$ cat config.mk
export PLATFORM = sky130hd
export DESIGN_NAME = event_scheduler
export DESIGN_NICKNAME = d
export VERILOG_FILES = /design/src/rtl/tamagotchi_pkg.sv /design/src/rtl/edge_detect.sv /design/src/rtl/event_scheduler.sv
export SDC_FILE = /design/constraint.sdc
export NUM_CORES = 1
export LEC_CHECK = 0
export CELL_PAD_IN_SITES_DETAIL_PLACEMENT = 1
export CELL_PAD_IN_SITES_GLOBAL_PLACEMENT = 2
export CORE_UTILIZATION = 31
export DETAILED_ROUTE_END_ITERATION = 10
export HOLD_SLACK_MARGIN = 0.03
export PLACE_DENSITY_LB_ADDON = 0.2
export SLEW_MARGIN = 20
export SYNTH_ARGS = -nofsm -noshare
export SYNTH_HDL_FRONTEND = slang
export SYNTH_SLANG_ARGS = --single-unit
$ cat constraint.sdc
create_clock -name clk -period 3.7 [get_ports clk]
set_clock_uncertainty 0.15 [all_clocks]
set_input_delay 0.555 -clock clk [delete_from_list [all_inputs] [get_ports clk]]
set_output_delay 0.555 -clock clk [all_outputs]
set_load 0.01 [all_outputs]
$ cat src/rtl/tamagotchi_pkg.sv
// Shared event codes, scheduler state encoding and pending-bit indices
// used by the event scheduler and the pet core.
package tamagotchi_pkg;

    localparam int NUM_EVT = 6;

    localparam int PEND_TEST     = 0;
    localparam int PEND_FEED     = 1;
    localparam int PEND_HEAL     = 2;
    localparam int PEND_CHANGE   = 3;
    localparam int PEND_DAYNIGHT = 4;
    localparam int PEND_OBJECT   = 5;

    typedef enum logic [2:0] {
        EVT_NONE     = 3'd0,
        EVT_TEST     = 3'd1,
        EVT_FEED     = 3'd2,
        EVT_HEAL     = 3'd3,
        EVT_CHANGE   = 3'd4,
        EVT_DAYNIGHT = 3'd5,
        EVT_OBJECT   = 3'd6
    } evt_code_e;

    typedef enum logic [1:0] {
        ST_IDLE  = 2'd0,
        ST_ISSUE = 2'd1,
        ST_COOL  = 2'd2
    } sched_state_e;

    // Isolates the lowest set bit, which is the highest-priority request.
    function automatic logic [NUM_EVT-1:0] lowest_set(input logic [NUM_EVT-1:0] req);
        return req & (~req + NUM_EVT'(1));
    endfunction

    // Pending index i maps to event code i+1.
    function automatic evt_code_e code_of(input logic [NUM_EVT-1:0] onehot);
        evt_code_e code;
        code = EVT_NONE;
        for (int i = 0; i < NUM_EVT; i++) begin
            if (onehot[i]) begin
                code = evt_code_e'(3'(i + 1));
            end
        end
        return code;
    endfunction

endpackage

$ cat src/rtl/edge_detect.sv
// Single-input edge detector: rising edge always, falling edge optional.
// Pulses are suppressed until the shared arm flag is set.
module edge_detect #(
    parameter bit FALL_EN = 1'b0
) (
    input  logic clk,
    input  logic rst,
    input  logic arm,
    input  logic din,
    output logic pulse
);

    logic prev_q;
    logic prev_d;
    logic rise;
    logic fall;

    always_comb begin
        prev_d = din;
        rise   = din & ~prev_q;
        fall   = ~din & prev_q;
        pulse  = arm & (rise | (FALL_EN & fall));
    end

    always_ff @(posedge clk or posedge rst) begin
        if (rst) begin
            prev_q <= 1'b0;
        end else begin
            prev_q <= prev_d;
        end
    end

endmodule

$ cat src/rtl/event_scheduler.sv
// Turns button/sensor edges into a single stream of prioritised events,
// offered one at a time on a valid/ready port with a cooldown between events.
module event_scheduler
    import tamagotchi_pkg::*;
#(
    parameter int COOLDOWN = 50000,
    parameter int TIMEOUT  = 500000
) (
    input  logic       clk,
    input  logic       Rst,
    input  logic       feeding,
    input  logic       healing,
    input  logic       change,
    input  logic       test_sig,
    input  logic       light,
    input  logic       objectUltra,
    input  logic       evt_ready,
    output logic       evt_valid,
    output logic [2:0] evt_code,
    output logic       evt_arg,
    output logic [5:0] pending,
    output logic       overrun,
    output logic       timeout,
    output logic [1:0] dbg_state
);

    // Handshake: evt_valid is high for the whole ISSUE state with evt_code/evt_arg
    // stable; an event is accepted in any cycle where evt_valid and evt_ready are
    // both high, and evt_valid never drops without acceptance except on timeout.

    localparam int CNT_MAX = (COOLDOWN > TIMEOUT) ? COOLDOWN : TIMEOUT;
    localparam int CW      = $clog2(CNT_MAX + 1);
    localparam logic [CW-1:0] CD_LOAD = CW'((COOLDOWN > 0) ? COOLDOWN - 1 : 0);
    localparam logic [CW-1:0] TO_LOAD = CW'((TIMEOUT > 0) ? TIMEOUT - 1 : 0);

    sched_state_e         state_q, state_d;
    logic [CW-1:0]        cnt_q, cnt_d;
    logic [NUM_EVT-1:0]   pending_q, pending_d;
    evt_code_e            code_q, code_d;
    logic                 arg_q, arg_d;
    logic                 light_lvl_q, light_lvl_d;
    logic                 overrun_q, overrun_d;
    logic                 timeout_q, timeout_d;
    logic                 armed_q, armed_d;
    logic [NUM_EVT-1:0]   evt_pulse;
    logic [NUM_EVT-1:0]   grant;

    edge_detect u_test (
        .clk(clk), .rst(Rst), .arm(armed_q), .din(test_sig), .pulse(evt_pulse[PEND_TEST])
    );
    edge_detect u_feed (
        .clk(clk), .rst(Rst), .arm(armed_q), .din(feeding), .pulse(evt_pulse[PEND_FEED])
    );
    edge_detect u_heal (
        .clk(clk), .rst(Rst), .arm(armed_q), .din(healing), .pulse(evt_pulse[PEND_HEAL])
    );
    edge_detect u_change (
        .clk(clk), .rst(Rst), .arm(armed_q), .din(change), .pulse(evt_pulse[PEND_CHANGE])
    );
    edge_detect #(.FALL_EN(1'b1)) u_light (
        .clk(clk), .rst(Rst), .arm(armed_q), .din(light), .pulse(evt_pulse[PEND_DAYNIGHT])
    );
    edge_detect u_object (
        .clk(clk), .rst(Rst), .arm(armed_q), .din(objectUltra), .pulse(evt_pulse[PEND_OBJECT])
    );

    always_comb begin
        state_d     = state_q;
        cnt_d       = cnt_q;
        code_d      = code_q;
        arg_d       = arg_q;
        timeout_d   = timeout_q;
        grant       = '0;
        armed_d     = 1'b1;
        light_lvl_d = evt_pulse[PEND_DAYNIGHT] ? light : light_lvl_q;

        case (state_q)
            ST_IDLE: begin
                if (|pending_q) begin
                    grant   = lowest_set(pending_q);
                    code_d  = code_of(grant);
                    arg_d   = grant[PEND_DAYNIGHT] & light_lvl_q;
                    cnt_d   = TO_LOAD;
                    state_d = ST_ISSUE;
                end
            end
            ST_ISSUE: begin
                // Acceptance wins over expiry in the last allowed cycle.
                if (evt_ready || (cnt_q == '0)) begin
                    if (!evt_ready) begin
                        timeout_d = 1'b1;
                    end
                    if (COOLDOWN == 0) begin
                        state_d = ST_IDLE;
                        cnt_d   = '0;
                    end else begin
                        state_d = ST_COOL;
                        cnt_d   = CD_LOAD;
                    end
                end else begin
                    cnt_d = cnt_q - CW'(1);
                end
            end
            ST_COOL: begin
                if (cnt_q == '0) begin
                    state_d = ST_IDLE;
                end else begin
                    cnt_d = cnt_q - CW'(1);
                end
            end
            default: begin
                state_d = ST_IDLE;
                cnt_d   = '0;
            end
        endcase

        // A new edge on the bit granted this cycle re-arms it as a fresh event.
        pending_d = (pending_q & ~grant) | evt_pulse;
        overrun_d = overrun_q | (|(evt_pulse & pending_q & ~grant));
    end

    always_ff @(posedge clk or posedge Rst) begin
        if (Rst) begin
            state_q     <= ST_IDLE;
            cnt_q       <= '0;
            pending_q   <= '0;
            code_q      <= EVT_NONE;
            arg_q       <= 1'b0;
            light_lvl_q <= 1'b0;
            overrun_q   <= 1'b0;
            timeout_q   <= 1'b0;
            armed_q     <= 1'b0;
        end else begin
            state_q     <= state_d;
            cnt_q       <= cnt_d;
            pending_q   <= pending_d;
            code_q      <= code_d;
            arg_q       <= arg_d;
            light_lvl_q <= light_lvl_d;
            overrun_q   <= overrun_d;
            timeout_q   <= timeout_d;
            armed_q     <= armed_d;
        end
    end

    always_comb begin
        evt_valid = (state_q == ST_ISSUE);
        evt_code  = evt_valid ? code_q : EVT_NONE;
        evt_arg   = evt_valid & arg_q;
        pending   = pending_q;
        overrun   = overrun_q;
        timeout   = timeout_q;
        dbg_state = state_q;
    end

endmodule

==> impl_results.md <==
* Root buffer cell: clkbuf_8
* Port-buffer cells at 23
* Sequential group share of total power at 40.3%
* CP Capture Type: output pin
* Peak supply drop at 256 µV
* Fraction of layout cells with a size suffix above 1 at 7.64%
* DIE WIDTH at 89.3 µm
* Initial antenna violation count at 0
* Switching share of total power at 45.1%
* Final hold vios at 0
* Worst setup margin at 0.352 ns
* Top cells by area, synth: dfrtp_1 43%, nand2_1 5.1%, a21oi_1 3.6%, o21ai_0 2.5%, nor2_1 2.4%
* Initial drt markers at 173
* Least-Margin Pin Slew at 0.855 ns
* Synth Area in Adders at 1.06%
* Sum of negative setup slack at 0 ns
* CP Cell Sequence: clkinv_1 -> nand2_1 -> clkinv_1 -> and2_1 -> clkdlybuf4s50_1
* Hold Path Class: flip-flop to flip-flop
* Worst Path Required at 2.99 ns
* Post-DR wirelength/cell at 19.1 µm
* Worst hold stages at 1
* CTS tree: yes
* Minimum clock period after layout at 3.35 ns
* DR vias at 2198
* # DRC at 0
* Via density at 5.68
* RSZ-0062 raised after global routing: no
* Slew Viols, Final at 0
* WP depth at 5
* Logic gate share of total power at 43.8%
* CP max-delay cell: dfrtp_1
* Max frequency at 299 MHz
* N_diodes at 0
* Critical Path Most Common Cell: clkinv_1
* Mux contribution to synthesized area at 0%
* NetSw at 0.000896 W
* Largest family of logic cells by synthesized area: simple AND/OR/NAND/NOR gates
* P&R area growth vs syn at 18.2%
* Simple-Gate Fraction of Synth Area at 25.8%
* Synth Area in XOR/XNOR at 0.371%
* Pin count of the biggest net entering global routing at 25
* Postcts setup bufs at 0
* Vias in the first global route at 2218
* Seq/Total Area, Yosys at 43.5%
* Critical path buffers and inverters at 3
* Wirelength, routed at 7380 µm
* Crit start category: flip-flop
* Syn_nets at 270
* Yosys reg bits at 41
* Core area at 7290 µm²
* Tot GR Track Use at 20.8%
* Top_reg_cell synth: dfrtp_1
* Routability congestion estimate at 0.856
* Library cells used by synthesis at 56
* Syn_area_per_cell at 9.12 µm²
* CTS Sinks at 41
* DIE AREA at 7970 µm²
* Max Cap Viol at 0
* Fin crit share at 90.5%
* Final Setup Violations at 0
* Critical path class: flip-flop to output pin
* Total gr overflow at 0
* HPWL after DPL at 5320 µm
* Reg2Reg Depth at 6
* Async SR Flop Fraction at 100%
* Dpl ws at 0.719 ns
* Leak at 1.10 nW
* Cell Area, Synth at 2360 µm²
* Post-CTS Hold Fix Bufs at 0
* Top-area cell type share of the netlist area at 43.5%
* Post-CTS sizing at 0
* Max H-tree Level at 2
* Initial core utilization at 32.4%
* Clock power share at 15.9%
* Crit path max fanout at 15
* Top-Level Pins at 24
* Nets@finish at 298
* Post-synth EDFFs at 0
* Worst-path clk slew at 0.09 ns
* Pwr dens at 712 nW/µm²
* Crit path largest cell delay at 0.64 ns
* CTS Buf Count at 5
* Max_slew headroom at 42.7%
* Post-route ant nets at 0
* Die Ht at 89.3 µm
* Core Rows at 31
* Clk_lat worst skew at 0.31 ns
* WHS at 0.339 ns
* First-pass GRT wire length at 12200 µm
* Syn. warnings at 0
* Status: completed
* Detailed Routing Iterations Pass 1 at 4
* Top Family by Delay on Critical Path: buffers and inverters
* Int Pwr at 0.00109 W
* Worst-case clock buffer depth at 2
* CP Data Arrival Time at 2.64 ns
* Compound-Gate Fraction of Synth Area at 25.0%
* Area leader, netlist: dfrtp_1
* Gate Count Post-Synth at 259
==> through the flow <==
step / utilization [%] / area [µm²] / std cells / power, W
after floorplan: - / 2360 / 259 / 0.00131
after global placement: 37.1 / 2700 / 379 / 0.00167
after detailed placement: 37.1 / 2700 / 379 / 0.00168
after CTS: 38.3 / 2790 / 387 / 0.00201
after global routing: 38.3 / 2790 / 387 / 0.00214
final: 38.3 / 2790 / 387 / 0.00199
==> cell type report <==
type / instances / area [µm²]
multi-input combinational: 198 / 1240
clock inverter: 2 / 15.0
tap: 99 / 124
clock buffer: 6 / 72.6
inverter: 13 / 48.8
fill: 902 / 4500
sequential: 41 / 1030
timing repair buffer: 28 / 268
==> cells by family after synthesis <==
kind of cell,count (synthesis)
buffers and inverters,20
AO/OA/AOI/OAI,82
AND/OR/NAND/NOR,112
XOR/XNOR,1
other,1
adder cells (fa/ha/maj),2
flip-flops,41
==> cell usage in the layout (no fill, tap or decap), drive strengths merged, types with 3 or more instances in the layout <==
| cell | netlist | final |
|---|---|---|
| a21oi | 17 | 17 |
| and2 | 4 | 4 |
| o21a | 3 | 3 |
| a211o | 3 | 3 |
| or3 | 5 | 5 |
| nor2 | 15 | 15 |
| buf | 4 | 5 |
| a31oi | 8 | 8 |
| dfrtp | 41 | 41 |
| o31ai | 8 | 8 |
| a21o | 4 | 4 |
| nor4 | 5 | 5 |
| o21ai | 12 | 12 |
| nor3 | 12 | 12 |
| or4 | 8 | 8 |
| o211ai | 5 | 5 |
| clkdlybuf4s50 | 0 | 23 |
| clkbuf | 3 | 6 |
| clkinv | 2 | 3 |
| nand2 | 32 | 32 |
| nand2b | 3 | 3 |
| nand3b | 4 | 4 |
| nor2b | 4 | 4 |
| nand3 | 11 | 11 |
| o221ai | 5 | 5 |
| inv | 11 | 10 |
==> registers in the layout, summed over array words and instances, names as in the netlist <==
| name | cells |
|---|---|
| dbg_state | 2 |
| timeout | 1 |
| pending | 6 |
| cnt_q | 19 |
| armed_q | 1 |
| u_light.prev_q | 1 |
| u_object.prev_q | 1 |
| code_q | 3 |
| u_change.prev_q | 1 |
| u_heal.prev_q | 1 |
| u_feed.prev_q | 1 |
| light_lvl_q | 1 |
| arg_q | 1 |
| u_test.prev_q | 1 |
| overrun | 1 |
==> metal layers <==
| layer | wire length [µm] | up-vias | GRT usage (%) |
|---|---|---|---|
| met3 | 239 | 7 | 2.95 |
| met2 | 3560 | 45 | 34.6 |
| met1 | 3480 | 1101 | 28.1 |
| met4 | 92 | 0 | 6.06 |
| li1 | - | 1045 | - |
| met5 | 0 | - | 0 |
==> cells in the mapped netlist (3+ instances only) <==
cell and n:
a211o_1 3, a21o_1 4, a21oi_1 17, a31oi_1 7, and2_1 4, dfrtp_1 41
inv_1 11, nand2_1 32, nand2b_1 3, nand3_1 11, nand3b_1 4, nor2_1 15
nor2b_1 4, nor3_1 11, nor4_1 4, o211ai_1 5, o21a_1 3, o21ai_0 12
o221ai_1 5, o31ai_1 7, or3_1 4, or4_1 7
==> power groups by stage <==
stage	Sequential (W)	Combinational (W)	Clock, W
2_1_floorplan	0.000730	0.000584	0
3_3_place_gp	0.000806	0.000861	0
3_5_place_dp	0.000806	0.000870	0
4_1_cts	0.000799	0.000876	0.000330
5_1_grt	0.000830	0.000960	0.000348
6_report	0.000800	0.000870	0.000317
==> worst paths after layout <==
kind                                                from               endpoint  slack, ns
worst min register to register       timeout$_DFFE_PP0P_    timeout$_DFFE_PP0P_       0.34
worst min-delay path                 timeout$_DFFE_PP0P_    timeout$_DFFE_PP0P_       0.34
worst max register to register      cnt_q[3]$_DFFE_PP0P_  cnt_q[14]$_DFFE_PP0P_       0.88
min in group asynchronous                            Rst   cnt_q[3]$_DFFE_PP0P_       0.48
worst max-delay path            dbg_state[1]$_DFFE_PP0P_            evt_code[2]       0.35
max in group asynchronous                            Rst   cnt_q[4]$_DFFE_PP0P_       2.23
Power figures use the tool's default switching activity.
